<file path="src/rtl/ser_tx_ctrl_pkg.sv">
// ---------------------------------------------------------------------------
// ser_tx_pkg
// Shared definitions for the ser_tx_ctrl word serializer:
//   - state_e     : controller states (idle, shifting a word, inter-word gap)
//   - DEF_*       : default values for the W, GAP and IDLE_BIT parameters
//   - cnt_width() : counter width helper, never returns less than 1 bit so
//                   a degenerate counter (e.g. GAP=0) still has a legal width
// ---------------------------------------------------------------------------
package ser_tx_pkg;

    typedef enum logic [1:0] {
        ST_IDLE  = 2'd0,
        ST_SHIFT = 2'd1,
        ST_GAP   = 2'd2
    } state_e;

    localparam int   DEF_W        = 4;
    localparam int   DEF_GAP      = 1;
    localparam logic DEF_IDLE_BIT = 1'b0;

    // clog2 of n, clamped to a minimum of one bit
    function automatic int cnt_width(input int n);
        return (n <= 1) ? 1 : $clog2(n);
    endfunction

endpackage

</file>
<file path="src/rtl/ser_tx_ctrl.sv">
// ---------------------------------------------------------------------------
// ser_tx_ctrl
// Serializes parallel words into a W-bit bidirectional shift register that
// has no enable. Each accepted word is sent over W cycles on d, with R_L
// chosen so the word lands bit-aligned in the downstream q[W-1:0]; par_valid
// pulses for one cycle when q holds the complete word.
//
// Ports:
//   clk        in   rising-edge clock, shared with the downstream register
//   rst        in   synchronous active-high reset
//   in_data    in   [W-1:0] word to send (bit i ends in downstream q_i)
//   in_dir     in   direction for this word, copied to R_L
//   in_valid   in   in_data/in_dir valid
//   in_ready   out  combinational: a word can be accepted this cycle
//   d          out  registered serial bit (IDLE_BIT when no word bit)
//   R_L        out  registered direction select (1 = shift toward q0)
//   par_valid  out  registered one-cycle strobe: downstream q is complete
//   busy       out  registered, high while shifting or in the gap
// ---------------------------------------------------------------------------
module ser_tx_ctrl
    import ser_tx_pkg::*;
#(
    parameter int   W        = DEF_W,
    parameter int   GAP      = DEF_GAP,
    parameter logic IDLE_BIT = DEF_IDLE_BIT
) (
    input  logic         clk,
    input  logic         rst,
    input  logic [W-1:0] in_data,
    input  logic         in_dir,
    input  logic         in_valid,
    output logic         in_ready,
    output logic         d,
    output logic         R_L,
    output logic         par_valid,
    output logic         busy
);

    localparam int KW = cnt_width(W);
    localparam int GW = cnt_width(GAP + 1);
    localparam logic [KW-1:0] K_LAST = KW'(W - 1);
    localparam logic [GW-1:0] G_LAST = (GAP > 0) ? GW'(GAP - 1) : {GW{1'b0}};

    state_e        state_r, state_s;
    logic [KW-1:0] k_r, k_s;
    logic [GW-1:0] g_r, g_s;
    logic [W-1:0]  shadow_r, shadow_s;
    logic          dir_s;
    logic          d_s;
    logic          pv_s;
    logic          accept_s;

    // Bit k of a word in transmit order: LSB first toward q0, MSB first otherwise
    function automatic logic pick_bit(input logic [W-1:0] word,
                                      input logic         dir,
                                      input logic [KW-1:0] k);
        logic [KW-1:0] idx;
        idx = dir ? k : (K_LAST - k);
        return word[idx];
    endfunction

    // Ready decode: idle, last shift bit when there is no gap, or last gap cycle
    always_comb begin
        in_ready = 1'b0;
        case (state_r)
            ST_IDLE:  in_ready = 1'b1;
            ST_SHIFT: in_ready = (GAP == 0) && (k_r == K_LAST);
            ST_GAP:   in_ready = (g_r == G_LAST);
            default:  in_ready = 1'b0;
        endcase
    end

    assign accept_s = in_valid && in_ready;

    // Next-state, counters and next values of the registered outputs
    always_comb begin
        state_s  = state_r;
        k_s      = k_r;
        g_s      = g_r;
        shadow_s = shadow_r;
        dir_s    = R_L;
        d_s      = IDLE_BIT;
        pv_s     = 1'b0;
        case (state_r)
            ST_IDLE: begin
                state_s = ST_IDLE;
            end
            ST_SHIFT: begin
                // last bit shifts in at the end of this cycle, so q is full next cycle
                pv_s = (k_r == K_LAST);
                if (k_r != K_LAST) begin
                    k_s = k_r + 1'b1;
                    d_s = pick_bit(shadow_r, R_L, k_r + 1'b1);
                end else if (GAP > 0) begin
                    state_s = ST_GAP;
                    k_s     = {KW{1'b0}};
                    g_s     = {GW{1'b0}};
                end else begin
                    state_s = ST_IDLE;
                    k_s     = {KW{1'b0}};
                end
            end
            ST_GAP: begin
                if (g_r == G_LAST) begin
                    state_s = ST_IDLE;
                    g_s     = {GW{1'b0}};
                end else begin
                    g_s = g_r + 1'b1;
                end
            end
            default: begin
                state_s = ST_IDLE;
                k_s     = {KW{1'b0}};
                g_s     = {GW{1'b0}};
            end
        endcase
        // An accept only happens in ready states; it always starts a new word
        if (accept_s) begin
            state_s  = ST_SHIFT;
            k_s      = {KW{1'b0}};
            g_s      = {GW{1'b0}};
            shadow_s = in_data;
            dir_s    = in_dir;
            d_s      = pick_bit(in_data, in_dir, {KW{1'b0}});
        end else begin
            shadow_s = shadow_s;
        end
    end

    // State, counters and registered outputs with synchronous reset
    always_ff @(posedge clk) begin
        if (rst) begin
            state_r   <= ST_IDLE;
            k_r       <= {KW{1'b0}};
            g_r       <= {GW{1'b0}};
            shadow_r  <= {W{1'b0}};
            d         <= IDLE_BIT;
            R_L       <= 1'b0;
            par_valid <= 1'b0;
            busy      <= 1'b0;
        end else begin
            state_r   <= state_s;
            k_r       <= k_s;
            g_r       <= g_s;
            shadow_r  <= shadow_s;
            d         <= d_s;
            R_L       <= dir_s;
            par_valid <= pv_s;
            busy      <= (state_s != ST_IDLE);
        end
    end

endmodule

</file>
<file path="config.mk">
export PLATFORM = sky130hd
export DESIGN_NAME = ser_tx_ctrl
export DESIGN_NICKNAME = d
export VERILOG_FILES = /design/src/rtl/ser_tx_ctrl_pkg.sv /design/src/rtl/ser_tx_ctrl.sv
export SDC_FILE = /design/constraint.sdc
export NUM_CORES = 1
export LEC_CHECK = 0
export CAP_MARGIN = 5
export CORE_MARGIN = 1.5
export CORE_UTILIZATION = 30
export CTS_BUF_LIST = sky130_fd_sc_hd__clkbuf_8
export DETAILED_ROUTE_END_ITERATION = 7
export SETUP_SLACK_MARGIN = 0.05
export SLEW_MARGIN = 20
export SYNTH_ARGS = -nofsm -noshare
export SYNTH_HDL_FRONTEND = slang
export SYNTH_SLANG_ARGS = --single-unit
</file>
<file path="constraint.sdc">
create_clock -name clk -period 1.6 [get_ports clk]
set_input_delay 0.16 -clock clk [delete_from_list [all_inputs] [get_ports clk]]
set_output_delay 0.16 -clock clk [all_outputs]
set_load 0.05 [all_outputs]
</file>
==> reports/summary.txt, run 1 <==
Die X: 47.5 microns
total design power: 0.725 mW
Slew Viols, Final: 0
commonest non-fill, non-tap cell in the layout: nand2_1
final hold vios: 0
Fill cells: 180
CP arrival: 1.71 ns
count of final setup violators: 0
clk slew on worst S/H paths: 0.05 ns
Vias: 563
Tightest Hold Check Type: register to register
Final min period: 1.56 ns
Syn Nets: 79
H-tree Lvls: 1
remaining antenna violation count: 0
VDD IR-drop max: 0.410 mV
layout cells sized above 1: 34.1%
CP max FO: 5
final setup TNS: 0 ns
DP Area: 807 sq um
DR vias/cell: 4.98
Final nets: 102
max-cap violations: 0
CTS hold repair buffers: 0
post-layout util: 50.2%
sequential area share after synthesis: 40.5%
worst endpoint required time: 1.75 ns
Core ar.: 1780 sq um
effective utilization at floorplan: 33.3%
worst skew pair latency: 0.24 ns
number of global-route vias before repair: 488
# DRC: 0
CTS Buf Count: 3
Layout Cells excl Fill: 113
pin count of the biggest net entering global routing: 13
worst slack, placed: -0.0165 ns
I/O Buffers: 12
GRT Total Usage: 14.8%
Die Ht: 47.5 microns
fin area: 896 sq um
Post-Synthesis Cell Area: 593 sq um
WL/cell: 12.2 microns
Yosys Warn Count: 0
clk_skew: 0.00175 ns
maximum clock rate: 642 MHz
cell taking the most area after synthesis: dfxtp_1
register area: 244 sq um
TritonCTS Sinks: 12
Worst Setup Path Type: register to register
Synth top area share: 40.5%
RSZ-0062 raised after global routing: yes
die area: 2250 sq um
multi-input logic area: 378 sq um
CTS tree: built
Root Driver: clkbuf_8
Slew HR: 66.3%
antenna cell count: 0
FP Rows: 15
Clock Tree Buf Depth: 2
Pleak: 0.345 nW
Worst-Margin Slew: 0.504 ns
synth top area cells: dfxtp_1 41%, ha_1 8.4%, nand2_1 7.6%
first-pass GRT wire length: 2160 microns
Yosys cell types: 25
HPWL after detailed placement: 946 microns
Syn Inst Count: 67
hold slack: 0.472 ns
GRT overflow: 0
outcome: complete, no violations
Layout area overhead: 51.1%
Mean Syn Cell Area: 8.85 sq um
setup bufs post-CTS: 0
drt first pass iters: 4
Final period util: 97.3%
#FFs+latches synth: 12
Placed Instances: 110
Startpoint Class: register
initial DRC count: 15
most frequent cells in the layout: 12 x nand2_1, 11 x buf_4, 9 x dfxtp_1, 9 x clkdlybuf4s50_1, 7 x a21oi_1
initial antenna violation count: 0
wirelength, routed: 1380 microns
Final WS setup: 0.0425 ns
crit end category: register
gpl congestion: 0.741
cell area power density: 809 nW/um^2
# IOs: 13
-- Yosys cell counts (all sizes together) --
cell type / number
a211oi: 2
a21oi: 7
a31oi: 1
and2: 1
buf: 2
clkbuf: 1
dfxtp: 12
ha: 4
inv: 3
mux2i: 3
nand2: 12
nand4: 2
nand4b: 2
nor2: 5
nor3: 2
nor3b: 2
nor4b: 1
o211ai: 1
o32ai: 1
or4b: 2
or4bb: 1
-- per-layer routing --
layer	vias up	part of all wire, %	global-route usage, %
met4	0	3.5	12.2
li1	282	-	-
met1	256	44	17.2
met3	4	5.0	3.77
met2	21	47	22.7
met5	-	0	0
-- final cells by class --
cell class	count	area share, %
inverters	3	1.82
repair buffers	21	20.7
flip-flops and latches	12	27.2
multi-input cells	49	42.2
clock buffers	3	4.61
well taps	25	3.49
-- worst paths after layout --
check                            startpoint     endpoint  slack, ns  cells past startpoint
worst max register to register       k_r[1]            d       0.04                      5
worst min register to register  shadow_r[3]  shadow_r[3]       0.47                      2
worst min-delay path            shadow_r[3]  shadow_r[3]       0.47                      2
worst max-delay path                 k_r[1]            d       0.04                      5
-- sequential cells by signal, summed over array words and instances (netlist names) --
name       count
shadow_r       4
busy           1
R_L            1
par_valid      1
state_r        2
d              1
k_r            2
-- logic make-up (layout without fill, tap and decap cells) --
kind of cell    after synthesis  after routing  share of synthesized area, %
compound gates               12             12                          12.2
fa+ha+maj                     4              4                          8.44
buf+inv                       6             27                          5.06
flops                        12             12                          40.5
mux                           3              3                          5.06
simple gates                 30             30                          28.7
-- critical path, stage by stage, from the launching register on --
cell and delay (ns):
dfxtp_1 0.37, ha_4 0.22, or4b_2 0.61, nand4_1 0.11, a211oi_2 0.05, o32ai_2 0.12
-- power by group --
part           internal, mW  switching, mW  leakage [nW]
clock                 0.166          0.108        0.0216
combinational        0.0621         0.0686         0.224
sequential            0.312        0.00899        0.0995
total                 0.540          0.185         0.345
-- what timing repair did --
action | in CTS | in global routing
cloned | 0 | 0
endpoints found under the hold margin | 0 | 0
pin swaps | 1 | 1
setup endpoints to repair | 1 | 3
resized for setup | 5 | 3
(Power assumes the default switching activity.)
==> run 2, diff against run 1 <==
--- a/config.mk
+++ b/config.mk
@@ -9,6 +9,7 @@
 export CORE_MARGIN = 1.5
 export CORE_UTILIZATION = 30
 export CTS_BUF_LIST = sky130_fd_sc_hd__clkbuf_8
+export CTS_CLUSTER_DIAMETER = 80
 export DETAILED_ROUTE_END_ITERATION = 7
 export SETUP_SLACK_MARGIN = 0.05
 export SLEW_MARGIN = 20
==> results of run 2 <==
Same layout as run 1: the final DEF is identical, and so are final timing and power.
==> run 3, diff against run 2 <==
--- a/config.mk
+++ b/config.mk
@@ -12,7 +12,7 @@
 export CTS_CLUSTER_DIAMETER = 80
 export DETAILED_ROUTE_END_ITERATION = 7
 export SETUP_SLACK_MARGIN = 0.05
-export SLEW_MARGIN = 20
+export SLEW_MARGIN = 30
 export SYNTH_ARGS = -nofsm -noshare
 export SYNTH_HDL_FRONTEND = slang
 export SYNTH_SLANG_ARGS = --single-unit
==> constraint.sdc (replaced) <==
create_clock -name clk -period 1.6 [get_ports clk]
set_input_delay 0.32 -clock clk [delete_from_list [all_inputs] [get_ports clk]]
set_output_delay 0.32 -clock clk [all_outputs]
set_load 0.05 [all_outputs]
==> reports/summary.txt, run 3 (synthesized netlist as in run 1, its figures left out) <==
HPWL after detailed placement: 933 microns (-1.4%)
hold slack: 0.466 ns (-0.00598 ns)
Slew Viols, Final: 0 (unchanged)
drt first pass iters: 4 (unchanged)
clk slew on worst S/H paths: 0.05 ns (about the same)
Die Ht: 47.5 microns (unchanged)
Final min period: 1.55 ns (-0.00798 ns)
Core ar.: 1780 sq um (unchanged)
max-cap violations: 0 (unchanged)
Layout area overhead: 65.2%
Worst Setup Path Type: register to output port
largest register by flop count: shadow_r
DR vias/cell: 4.87 (-2.2%)
final hold vios: 0 (unchanged)
antenna cell count: 0 (unchanged)
initial DRC count: 12 (-3)
outcome: complete, no violations
Crit-path slowest cell: dfxtp_4
Vias: 575 (+2.1%)
Worst-Margin Slew: 0.252 ns (-0.252 ns)
slowest cell delay on critical path: 0.38 ns (-0.23 ns)
RSZ-0062 raised after global routing: yes
post-layout util: 54.9% (+4.7 points)
Fill cells: 159 (-12%)
Final nets: 107 (+4.9%)
pin count of the biggest net entering global routing: 13 (unchanged)
CP arrival: 1.23 ns (-0.48 ns)
Final period util: 96.8% (-0.50 points)
CTS tree: built
FP Rows: 15 (unchanged)
count of final setup violators: 0 (unchanged)
Reg-to-Reg End: d
DP Area: 820 sq um (+1.6%)
fin area: 980 sq um (+9.4%)
I/O Buffers: 12 (unchanged)
effective utilization at floorplan: 33.3% (unchanged)
R2R cell count: 5 (unchanged)
CP Buf/Inv Count: 4 (+4)
Hold Path Sink: shadow_r[3]
die area: 2250 sq um (unchanged)
GRT overflow: 0 (unchanged)
VDD IR-drop max: 0.597 mV (+46%)
gpl congestion: 0.742 (+0.15%)
TritonCTS Sinks: 12 (unchanged)
Worst Hold Depth: 2 (unchanged)
Root Driver: clkbuf_8
CTS Buf Count: 3 (unchanged)
cell area power density: 750 nW/um^2 (-7.3%)
commonest non-fill, non-tap cell in the layout: buf_4
wirelength, routed: 1410 microns (+2.0%)
Die X: 47.5 microns (unchanged)
Pleak: 0.370 nW (+7.3%)
reg-to-reg slack, setup: 0.06 ns (+0.02 ns)
Largest delay share family, worst path: flip-flops
# DRC: 0 (unchanged)
Slew HR: 82.7% (+16 points)
maximum clock rate: 645 MHz (+0.51%)
Startpoint Class: register
first-pass GRT wire length: 2200 microns (+1.9%)
final setup TNS: 0 ns (unchanged)
total design power: 0.735 mW (+1.4%)
worst endpoint required time: 1.28 ns (-0.47 ns)
layout cells sized above 1: 43.0% (+8.9 points)
# IOs: 13 (unchanged)
worst skew pair latency: 0.23 ns (about the same)
top flop regs: shadow_r x4, k_r x2, state_r x2
Clock Tree Buf Depth: 2 (unchanged)
GRT Total Usage: 14.7% (-0.11 points)
H-tree Lvls: 1 (unchanged)
Hold Startpoint: shadow_r[3]
max reg flops: 4 (unchanged)
initial antenna violation count: 0 (unchanged)
r2r startpoint: k_r[0]
number of global-route vias before repair: 471 (-3.5%)
remaining antenna violation count: 0 (unchanged)
crit end category: output port
CP max FO: 4 (-1)
Cell Chain, Critical Path: inv_4 > ha_4 > nor2_4 > inv_6 > buf_6 > buf_8
most frequent cells in the layout: 15 x buf_4, 12 x nand2_1, 8 x dfxtp_1
clk_skew: 0.000751 ns (-0.00100 ns)
WL/cell: 11.9 microns (-2.4%)
Tightest Hold Check Type: register to register
==> run 3: report_power, final <==
group,internal [mW],leakage [nW],total (mW),switching [mW]
Clock,0.165,0.0216,0.267,0.102
Sequential,0.310,0.100,0.317,0.00658
Combinational,0.0752,0.248,0.151,0.0759
==> run 3: what timing repair did <==
| item | in CTS | in global routing |
|---|---|---|
| pin swaps | 1 | 3 |
| endpoints found under the setup margin | 2 | 3 |
| endpoints found under the hold margin | 0 | 0 |
| gates cloned | 0 | 0 |
| hold buffers | 0 | 0 |
| buffers inserted | 4 | 1 |
| resized for setup | 8 | 9 |
==> run 3: worst max path at each step <==
stage	startpoint	end	slack (ns)	cells after the start
floorplan	k_r[0]	d	-0.10	6
global placement	k_r[0]	d	0.006	5
detailed placement	k_r[0]	d	0.002	5
CTS	state_r[1]	in_ready	0.02	6
global route	k_r[0]	d	0.007	5
finish	state_r[1]	in_ready	0.05	6
==> run 3: tightest hold or removal path: stages (launching register included) <==
cell     delay (ns)
dfxtp_1        0.31
nand2_1        0.05
a21oi_1        0.05
==> run 3: routing by layer <==
metal	global-route usage [%]	vias up	part of all wire, %
li1	-	295	-
met1	19.6	266	48
met2	21.6	12	47
met3	5.66	2	3.4
met4	5.00	0	1.5
met5	0	-	0
==> run 3: stage by stage <==
stage / setup WS [ns] / cells
final: 0.0505 / 118
after detailed placement: 0.00165 / 111
after CTS: 0.0248 / 118
after global routing: 0.00708 / 118
after floorplan: -0.102 / 67
after global placement: 0.00563 / 111
==> run 3: layout make-up <==
cell class                      instances  area (sq um)  area share (%)
Multi-Input combinational cell         49           400            40.9
Inverter                                3          18.8            1.92
Clock buffer                            3          41.3            4.21
Tap cell                               25          31.3            3.19
Sequential cell                        12           248            25.3
Timing Repair Buffer                   26           240            24.5
